<file path="config.mk">
export PLATFORM = sky130hd
export DESIGN_NAME = resampler_frame_ctrl_flat
export DESIGN_NICKNAME = d
export VERILOG_FILES = /design/src/rtl/resampler_pkg.sv /design/src/rtl/resampler_frame_ctrl_if.sv /design/src/rtl/resampler_rd_seq.sv /design/src/rtl/resampler_frame_ctrl.sv /design/src/flat_wrapper.sv
export SDC_FILE = /design/constraint.sdc
export NUM_CORES = 1
export LEC_CHECK = 0
export BUFFER_PORTS_ARGS = -buffer_cell sky130_fd_sc_hd__buf_2
export CORE_MARGIN = 2
export CORE_UTILIZATION = 50
export DETAILED_ROUTE_END_ITERATION = 6
export PLACE_DENSITY = 0.8
export SYNTH_ARGS = -nofsm -noshare
export SYNTH_HDL_FRONTEND = slang
export SYNTH_SLANG_ARGS = --single-unit
</file>
<file path="constraint.sdc">
create_clock -name clk -period 3.4 [get_ports clk]
set_clock_uncertainty 0.1 [all_clocks]
set_input_delay 0.68 -clock clk [delete_from_list [all_inputs] [get_ports clk]]
set_output_delay 0.68 -clock clk [all_outputs]
set_load 0.005 [all_outputs]
</file>
<file path="src/rtl/resampler_pkg.sv">
// Shared constants and types for the spectral resampler frame controller.
package resampler_pkg;
    localparam int WIDTH  = 11;
    localparam int SF_W   = 24;
    localparam int N_BINS = 1 << WIDTH;

    // Unsigned Q3.21 unity gain.
    localparam logic [SF_W-1:0]  SF_ONE  = 24'h200000;
    localparam logic [WIDTH-1:0] K_LAST  = {WIDTH{1'b1}};
    localparam logic [WIDTH-1:0] K_PENULT = K_LAST - 1'b1;

    typedef enum logic {
        R_IDLE = 1'b0,
        R_RUN  = 1'b1
    } rd_state_t;
endpackage

</file>
<file path="src/rtl/resampler_frame_ctrl_if.sv">
// FFT ingress, bank write port and read-sweep handshake of the frame controller.
interface resampler_frame_ctrl_if;
    import resampler_pkg::*;

    logic             fft_valid;
    logic             fft_last;
    logic [WIDTH-1:0] fft_user;
    logic [SF_W-1:0]  scale_factor;
    logic             scale_factor_valid;
    logic             wr_en;
    logic             wr_bank;
    logic [WIDTH-1:0] wr_addr;
    logic             rd_valid;
    logic             rd_ready;
    logic             rd_bank;
    logic [WIDTH-1:0] rd_count;
    logic             rd_last;
    logic [SF_W-1:0]  rd_scale;
    logic             frame_drop;
    logic [1:0]       occupancy;

    modport master (
        output fft_valid, fft_last, fft_user, scale_factor, scale_factor_valid, rd_ready,
        input  wr_en, wr_bank, wr_addr, rd_valid, rd_bank, rd_count, rd_last, rd_scale,
               frame_drop, occupancy
    );

    modport slave (
        input  fft_valid, fft_last, fft_user, scale_factor, scale_factor_valid, rd_ready,
        output wr_en, wr_bank, wr_addr, rd_valid, rd_bank, rd_count, rd_last, rd_scale,
               frame_drop, occupancy
    );
endinterface

</file>
<file path="src/rtl/resampler_rd_seq.sv">
// Read sweep sequencer: walks bin index 0..N-1 of the current read bank under ready/valid.
//
// state  | meaning
// R_IDLE | no sweep; waiting for the read bank to be full
// R_RUN  | sweep active, rd_valid high, cnt is the presented bin index
module resampler_rd_seq
    import resampler_pkg::*;
(
    input  logic             clk,
    input  logic             reset_n,
    input  logic             start_i,
    input  logic             rd_ready_i,
    output logic             done_o,
    output logic             rd_valid_o,
    output logic             rd_last_o,
    output logic [WIDTH-1:0] rd_count_o
);
    rd_state_t        state_q;
    logic [WIDTH-1:0] cnt_q;
    logic             valid_q;
    logic             last_q;

    // Sweep FSM with registered handshake outputs; outputs only move on an accepted beat.
    always_ff @(posedge clk or negedge reset_n) begin
        if (!reset_n) begin
            state_q <= R_IDLE;
            cnt_q   <= '0;
            valid_q <= 1'b0;
            last_q  <= 1'b0;
        end else begin
            case (state_q)
                R_IDLE: begin
                    if (start_i) begin
                        state_q <= R_RUN;
                        cnt_q   <= '0;
                        valid_q <= 1'b1;
                        last_q  <= 1'b0;
                    end
                end
                R_RUN: begin
                    if (rd_ready_i) begin
                        if (cnt_q == K_LAST) begin
                            state_q <= R_IDLE;
                            valid_q <= 1'b0;
                            last_q  <= 1'b0;
                        end else begin
                            cnt_q  <= cnt_q + 1'b1;
                            last_q <= (cnt_q == K_PENULT);
                        end
                    end
                end
                default: state_q <= R_IDLE;
            endcase
        end
    end

    assign done_o     = valid_q & rd_ready_i & last_q;
    assign rd_valid_o = valid_q;
    assign rd_last_o  = last_q;
    assign rd_count_o = cnt_q;
endmodule

</file>
<file path="src/rtl/resampler_frame_ctrl.sv">
// Ping-pong bank steering, frame drop and per-frame scale latching for the resampler.
module resampler_frame_ctrl
    import resampler_pkg::*;
(
    input  logic                   clk,
    input  logic                   reset_n,
    resampler_frame_ctrl_if.slave  bus
);
    logic            wp_q;
    logic            rp_q;
    logic [1:0]      full_q;
    logic [1:0]      full_d;
    logic [1:0]      occ_q;
    logic            first_q;
    logic            dropping_q;
    logic            frame_drop_q;
    logic [SF_W-1:0] sf_cur_q;
    logic [SF_W-1:0] sf_bank_q [2];

    logic start_drop;
    logic wr_en;
    logic accept_last;
    logic drop_last;
    logic rd_start;
    logic rd_done;

    assign start_drop  = bus.fft_valid & first_q & full_q[wp_q];
    assign wr_en       = bus.fft_valid & ~full_q[wp_q] & ~dropping_q & ~start_drop;
    assign accept_last = wr_en & bus.fft_last;
    assign drop_last   = bus.fft_valid & bus.fft_last & (dropping_q | start_drop);

    // The registered occupancy lags full by a cycle, giving a freshly filled bank one
    // settle cycle before its sweep starts; a bank already counted starts right away.
    assign rd_start = full_q[rp_q] & (occ_q != 2'd0);

    // Set and clear can hit in the same cycle but always on different banks.
    always_comb begin
        full_d = full_q;
        if (accept_last) full_d[wp_q] = 1'b1;
        if (rd_done)     full_d[rp_q] = 1'b0;
    end

    // Bank pointers, full flags, occupancy and scale factor bookkeeping.
    always_ff @(posedge clk or negedge reset_n) begin
        if (!reset_n) begin
            wp_q         <= 1'b0;
            rp_q         <= 1'b0;
            full_q       <= 2'b00;
            occ_q        <= 2'd0;
            sf_cur_q     <= SF_ONE;
            sf_bank_q[0] <= SF_ONE;
            sf_bank_q[1] <= SF_ONE;
        end else begin
            full_q <= full_d;
            occ_q  <= {1'b0, full_q[0]} + {1'b0, full_q[1]};
            if (bus.scale_factor_valid) sf_cur_q <= bus.scale_factor;
            if (accept_last) begin
                sf_bank_q[wp_q] <= bus.scale_factor_valid ? bus.scale_factor : sf_cur_q;
                wp_q            <= ~wp_q;
            end
            if (rd_done) rp_q <= ~rp_q;
        end
    end

    // Frame boundary tracking and whole-frame drop when the target bank is still full.
    always_ff @(posedge clk or negedge reset_n) begin
        if (!reset_n) begin
            first_q      <= 1'b1;
            dropping_q   <= 1'b0;
            frame_drop_q <= 1'b0;
        end else begin
            frame_drop_q <= drop_last;
            if (bus.fft_valid) first_q <= bus.fft_last;
            if (drop_last) begin
                dropping_q <= 1'b0;
            end else if (start_drop) begin
                dropping_q <= 1'b1;
            end
        end
    end

    resampler_rd_seq u_rd_seq (
        .clk        (clk),
        .reset_n    (reset_n),
        .start_i    (rd_start),
        .rd_ready_i (bus.rd_ready),
        .done_o     (rd_done),
        .rd_valid_o (bus.rd_valid),
        .rd_last_o  (bus.rd_last),
        .rd_count_o (bus.rd_count)
    );

    assign bus.wr_en      = wr_en;
    assign bus.wr_bank    = wp_q;
    assign bus.wr_addr    = bus.fft_user;
    assign bus.rd_bank    = rp_q;
    assign bus.rd_scale   = sf_bank_q[rp_q];
    assign bus.frame_drop = frame_drop_q;
    assign bus.occupancy  = occ_q;
endmodule

</file>
<file path="src/flat_wrapper.sv">
// flat-port wrapper written by rule: the top's interface ports become plain ports
module resampler_frame_ctrl_flat import resampler_pkg::*;
  (clk, reset_n, bus_fft_valid, bus_fft_last, bus_fft_user, bus_scale_factor, bus_scale_factor_valid, bus_rd_ready, bus_wr_en, bus_wr_bank, bus_wr_addr, bus_rd_valid, bus_rd_bank, bus_rd_count, bus_rd_last, bus_rd_scale, bus_frame_drop, bus_occupancy);
  resampler_frame_ctrl_if bus_i ();
  input  logic clk;
  input  logic reset_n;
  input wire logic [$bits(bus_i.fft_valid)-1:0] bus_fft_valid;
  input wire logic [$bits(bus_i.fft_last)-1:0] bus_fft_last;
  input wire logic [$bits(bus_i.fft_user)-1:0] bus_fft_user;
  input wire logic [$bits(bus_i.scale_factor)-1:0] bus_scale_factor;
  input wire logic [$bits(bus_i.scale_factor_valid)-1:0] bus_scale_factor_valid;
  input wire logic [$bits(bus_i.rd_ready)-1:0] bus_rd_ready;
  output wire logic [$bits(bus_i.wr_en)-1:0] bus_wr_en;
  output wire logic [$bits(bus_i.wr_bank)-1:0] bus_wr_bank;
  output wire logic [$bits(bus_i.wr_addr)-1:0] bus_wr_addr;
  output wire logic [$bits(bus_i.rd_valid)-1:0] bus_rd_valid;
  output wire logic [$bits(bus_i.rd_bank)-1:0] bus_rd_bank;
  output wire logic [$bits(bus_i.rd_count)-1:0] bus_rd_count;
  output wire logic [$bits(bus_i.rd_last)-1:0] bus_rd_last;
  output wire logic [$bits(bus_i.rd_scale)-1:0] bus_rd_scale;
  output wire logic [$bits(bus_i.frame_drop)-1:0] bus_frame_drop;
  output wire logic [$bits(bus_i.occupancy)-1:0] bus_occupancy;
  assign bus_i.fft_valid = bus_fft_valid;
  assign bus_i.fft_last = bus_fft_last;
  assign bus_i.fft_user = bus_fft_user;
  assign bus_i.scale_factor = bus_scale_factor;
  assign bus_i.scale_factor_valid = bus_scale_factor_valid;
  assign bus_i.rd_ready = bus_rd_ready;
  assign bus_wr_en = bus_i.wr_en;
  assign bus_wr_bank = bus_i.wr_bank;
  assign bus_wr_addr = bus_i.wr_addr;
  assign bus_rd_valid = bus_i.rd_valid;
  assign bus_rd_bank = bus_i.rd_bank;
  assign bus_rd_count = bus_i.rd_count;
  assign bus_rd_last = bus_i.rd_last;
  assign bus_rd_scale = bus_i.rd_scale;
  assign bus_frame_drop = bus_i.frame_drop;
  assign bus_occupancy = bus_i.occupancy;
  resampler_frame_ctrl u_core (.clk(clk), .reset_n(reset_n), .bus(bus_i));
endmodule
</file>
### After elaboration in Yosys (flattened, before gate mapping)

Cells that the tools add are included.

* bits in writable memories: 0
* ROM bits: 0
* word-level logic and storage cells: 95
* bits in latches: 0
* input bits: 41
* output and inout port bits: 54
* memories kept: 0
* register bits: 95

* multipliers: 0
* muxes and demuxes: 35
* magnitude comparators: 7
* bitwise operators: 23
* reductions and logical operators: 8
* add/sub/neg operators: 2
* div/mod/pow operators: 0
* equality and inequality tests: 6
* shifts and indexed selects: 0

Operator list (count)
* $mux 24: 5
* $bwmux 48: 1
* $mux 11: 3
* $demux 24 s1: 1
* $eq 11x11->1 const B: 2
* $pmux 11 s2: 1
* $mux 1: 17
* $add 11x1->11 const B: 1
* $and 1x1->1: 11
* $not 1->1: 6
* $pmux 1 s2: 3
* $reduce_and 3->1: 2
* $ge 2x2->1 const B: 2
* $lt 1x2->1 const B: 2
* $mux 2: 2
* $ne 2x1->1 const B: 2
* $ne 2x2->1 const B: 2
* $not 1->2: 2
* $reduce_bool 2->1: 2
* $logic_and 1x1->1: 3
* $add 1x1->2: 1
* $and 2x2->2: 1
* $demux 1 s1: 2
* $ge 1x1->1 const B: 2
* other kinds (5): 5

### Logic depth before layout (Yosys ltp)

* depth after elaboration: 10
* depth in mapped cells: 6
* gate-level depth less buffers: 5

### Hierarchy

From an unflattened synthesis, not the netlist that was laid out.

* cells, all modules: 293
* area total of the unflattened synthesis: 4230.3 µm²

Modules (own cells, without submodules)
* resampler_frame_ctrl: instances 1, area an instance 3498.4 µm², cells each 220
* resampler_rd_seq: instances 1, area an instance 732.0 µm², cells each 73

### Least setup slack after synthesis

Ideal clock, no wire load.

* path type: flip-flop to output port
* start: register u_core.rp_q, in the netlist u_core.bus.rd_bank
* end: output bus_rd_scale[10]
* arrival: 1.218 ns
* cell stages (with the launch flop): 4
* buffers on the path: 2
* slack: 1.402 ns
* path through: dfrtp_1 > buf_6 > clkbuf_1 > mux2_2

* cells in the longest elaborated chain, start to end: 4

Ends and longest elaborated chain
* start, declared: line resampler_frame_ctrl.sv:10 `logic rp_q;`
* start signal, assigned: line resampler_frame_ctrl.sv:61 `if (rd_done) rp_q <= ~rp_q;`
* $not 1->2 (implied by the code): line resampler_frame_ctrl.sv:97 `assign bus.rd_scale = sf_bank_q[rp_q];`
* $mux 24 (implied by the code) (3 in series): line resampler_frame_ctrl.sv:97
* end, declared: line flat_wrapper.sv:20 `output wire logic [$bits(bus_i.rd_scale)-1:0] bus_rd_scale;`

Every way passes these cells. The select of a mux whose other input is x is not followed.

### Final worst setup path

* start: register u_core.rp_q, in the netlist u_core.bus.rd_bank
* end: output bus_rd_scale[15]

The elaborated chain is that of the path after synthesis.

==> impl.org <==
** Hold path
- The min-delay analysis places its worst path in the category reg -> reg.
- Critical hold path startpoint :: u_core.first_q

** Outcome
- Outcome :: finished, final reports clean

** Layout
- Diode insertion count for antenna repair :: 0
- Net count reported at finish :: 480
- Layout Area Growth over Synthesis :: 14.7%
- The post-route netlist has 28.8% of its cells at a drive strength greater than 1.

** Routing
- Router iterations before antenna repair :: 4
- The final layout contains routed wiring with a total length of 7990 um.
- Number of remaining DRC errors :: 0
- Post-detailed-route count of antenna-violating nets :: 0
- For this block, the initial DRC count from the detailed router was 137.
- Average wire length per cell after detail routing :: 14.6 um
- After detailed routing, the number of vias per cell comes to 5.26.
- The final route contains 2,870 vias.

** Worst setup path
- In this run the worst path has a maximum fanout of 20.
- Critical path launch point :: u_core.bus.rd_bank
- Start of the worst register-to-register path :: u_core.bus.rd_bank
- Arrival time worst endpoint :: 1820 ps
- WP data required :: 2620 ps
- Across all register-to-register paths, the minimum setup slack is 1570 ps.
- The endpoint identified for the worst register-to-register timing path is u_core.u_rd_seq.rd_count_o[9].
- Crit Path Class :: reg -> out
- Depth of the worst register-to-register path :: 5
- Startpoint class of the critical path :: flip-flop
- Following the worst setup path forward leads to its endpoint at bus_rd_scale[15].
- The worst setup path is captured at a primary output.

** STA
- Setup slack of the critical path after layout :: 803 ps
- Static timing analysis puts the maximum clock frequency at 385 MHz.
- Fraction of the cycle the final worst path needs :: 76.4%
- Max_slew headroom :: 24.0%
- For the pin with the worst max-slew slack, the measured transition is 1140 ps.
- TNS Setup :: 0 ps
- Setup violations, final :: 0
- Setup repair after global routing left no endpoint under its margin.
- Total count of hold-check failures in the final report :: 0
- The final number of max-transition violations is 0.
- The smallest clock period supported by the final layout is computed as 2600 ps.

** Clock tree
- Post-cts resize count :: 0
- Max H-tree Level :: 3
- TritonCTS built the clock tree.
- Clock insertion delay at the later pin of the skew report :: 350 ps
- Clock slew at reported path FFs :: 90 ps
- Number of hold buffers added after CTS :: 0
- CTS saw 95 sinks.
- In this run the deepest clock path goes through 2 buffers.
- Post-CTS timing repair inserted 0 buffers for setup.
- Buffers inserted during clock tree synthesis total 9.
- Root cell of the clock tree :: clkbuf_8

** Placed design
- Detailed placement ended at an HPWL of 5250 um.
- The congestion estimate from routability-driven global placement came to 0.837.
- Prior to clock tree synthesis, the placed netlist has a worst setup slack of 1170 ps.
- Port buffering added 72 buffers.

** Logic synthesis
- Multiplexer share of the synthesized area :: 13.0%
- Fraction of post-synthesis cell area in the top cell type by area :: 55.3%
- Cell with the most instances after synthesis :: dfrtp_1
- The synthesized design contains 95 register bits.
- After synthesis, the netlist uses 40 different library cells.
- Sorting the synthesized cells by area gives the leading types as dfrtp_1 (55%), mux2_2 (6.8%), a21oi_1 (6.2%).
- Among all flip-flop cells after synthesis, the most frequent one is dfrtp_1.
- Summing the areas of all xor and xnor instances in the mapped netlist gives 1.49% of the synthesized area.
- Post-Syn Instances :: 377
- Dividing the synthesized area by the synthesized cell count gives 10.9 um^2.
- Async set-or-reset flop fraction in the synthesized netlist :: 100%
- Share of synthesized area occupied by flip-flops and latches :: 57.8%
- The cell area that synthesis handed to floorplanning was 4120 um^2.
- Counting flops with a built-in enable in the synthesized netlist gives 0.
- Main combinational cell family by area after synthesis :: multiplexers
- For this run, the number of Yosys warnings is 0.
- Simple-gate area share of the yosys netlist :: 10.8%
- Share of the synthesized area in compound gates (AO/OA/AOI/OAI) :: 9.66%
- The synthesized netlist devotes 0.911% of its cell area to adder and majority cells.
- Synth area leader :: dfrtp_1
- List of most frequent post-synthesis cells :: dfrtp_1 (91), nor2_1 (60), a21oi_1 (51)
- Synth Net Count :: 421

** Floorplanning
- The core region is 8090 um^2.
- The die covers 8980 um^2.
- Overall die width :: 94.8 um
- In this run the vertical extent of the chip is 94.8 um.
- I/O Pins :: 95
- Starting density of the core :: 50.9%
- In this run the core area contains 33 standard-cell rows.

** Global route
- Summed over all layers, the global routing overflow is 0.
- The first global-routing pass estimated 13,500 um of wire.
- Entering global routing, the biggest net connects 94 pins.
- The number of global-route vias before repair was 2,878.
- GRT Total Usage :: 19.4%
- Antenna violations before repair :: 0

** Flow run
- Across the run, the number of max-cap violations was 0.

** Pwr
- For this design the static power due to leakage is 2.25 nW.
- For this design the ratio of total power to cell area is 739 nW/um^2.
- Peak VDD IR :: 0.454 mV
## stage by stage
stage | utilization, % | power, mW | hold slack (ps) | cells | instance area [um^2]
after floorplan | - | 2.32 | 284 | 377 | 4120
after global placement | 55.6 | 2.66 | 365 | 530 | 4500
after detailed placement | 55.6 | 2.71 | 385 | 530 | 4500
after CTS | 58.4 | 3.54 | 397 | 546 | 4720
after global routing | 58.4 | 3.75 | 389 | 546 | 4720
final | 58.4 | 3.49 | 388 | 546 | 4720
## critical path, cell delays in order, from the launching register on
cell	delay (ps)
dfrtp_1	570
buf_4	370
mux2_2	380
buf_2	130
## cell families after synthesis
kind of cell	count (synthesis)
AOI/OAI and AO/OA	68
xor gates and xnor gates	7
adders and majority gates	3
buffers and inverters	55
DFF	95
muxes	50
and+or+nand+nor	99
## layout by cell type (no fill, tap or decap), drive strengths merged, types with 2 or more instances in the layout
master / count
nor2: 60
o21ai: 5
and3: 5
o2111a: 2
xnor2: 3
mux2i: 25
nand4: 3
dfstp: 4
dfrtp: 91
nand3: 9
o31ai: 2
a21oi: 51
xor2: 4
inv: 30
ha: 3
nor3: 2
o22a: 2
clkbuf: 12
mux2: 25
buf: 76
nand2: 11
or3: 2
## worst min path at each step
stage | to | cells after the start | slack, ps
5_1_grt | u_core.dropping_q | 2 | 390
4_1_cts | u_core.dropping_q | 2 | 400
3_3_place_gp | u_core.first_q | 2 | 360
2_1_floorplan | u_core.bus.frame_drop | 0 | 280
6_report | u_core.first_q | 2 | 390
3_5_place_dp | u_core.first_q | 2 | 390
## state kept, by name (all words and copies together) (netlist names)
name                        count
u_core.bus.frame_drop           1
u_core.bus.occupancy            2
u_core.bus.rd_bank              1
u_core.bus.wr_bank              1
u_core.dropping_q               1
u_core.first_q                  1
u_core.full_q                   2
u_core.sf_bank_q               48
u_core.sf_cur_q                24
u_core.u_rd_seq.rd_count_o     11
u_core.u_rd_seq.rd_last_o       1
u_core.u_rd_seq.rd_valid_o      1
u_core.u_rd_seq.state_q         1
## area by class of cell
class	count	area [um^2]
Sequential cell	95	2380
Timing Repair Buffer	76	393
Tap cell	105	131
Clock buffer	12	165
Clock inverter	4	58.8
Multi-Input combinational cell	227	1490
Inverter	27	101
Fill cell	708	3370
## routing by layer
metal	track usage, %	wire length, um	part of all wire (%)	vias up
li1	-	-	-	1377
met1	25.2	3600	45	1407
met2	31.5	3800	48	78
met3	6.38	512	6.4	8
met4	5.19	75	0.94	0
met5	0	0	0	-
## report_power, final
group / internal (mW) / leakage, nW / switching [mW] / total, mW
clock network: 0.411 / 0.116 / 0.397 / 0.808
registers: 1.52 / 1.10 / 0.251 / 1.77
logic: 0.481 / 1.04 / 0.435 / 0.916
Power figures use the tool's default switching activity.
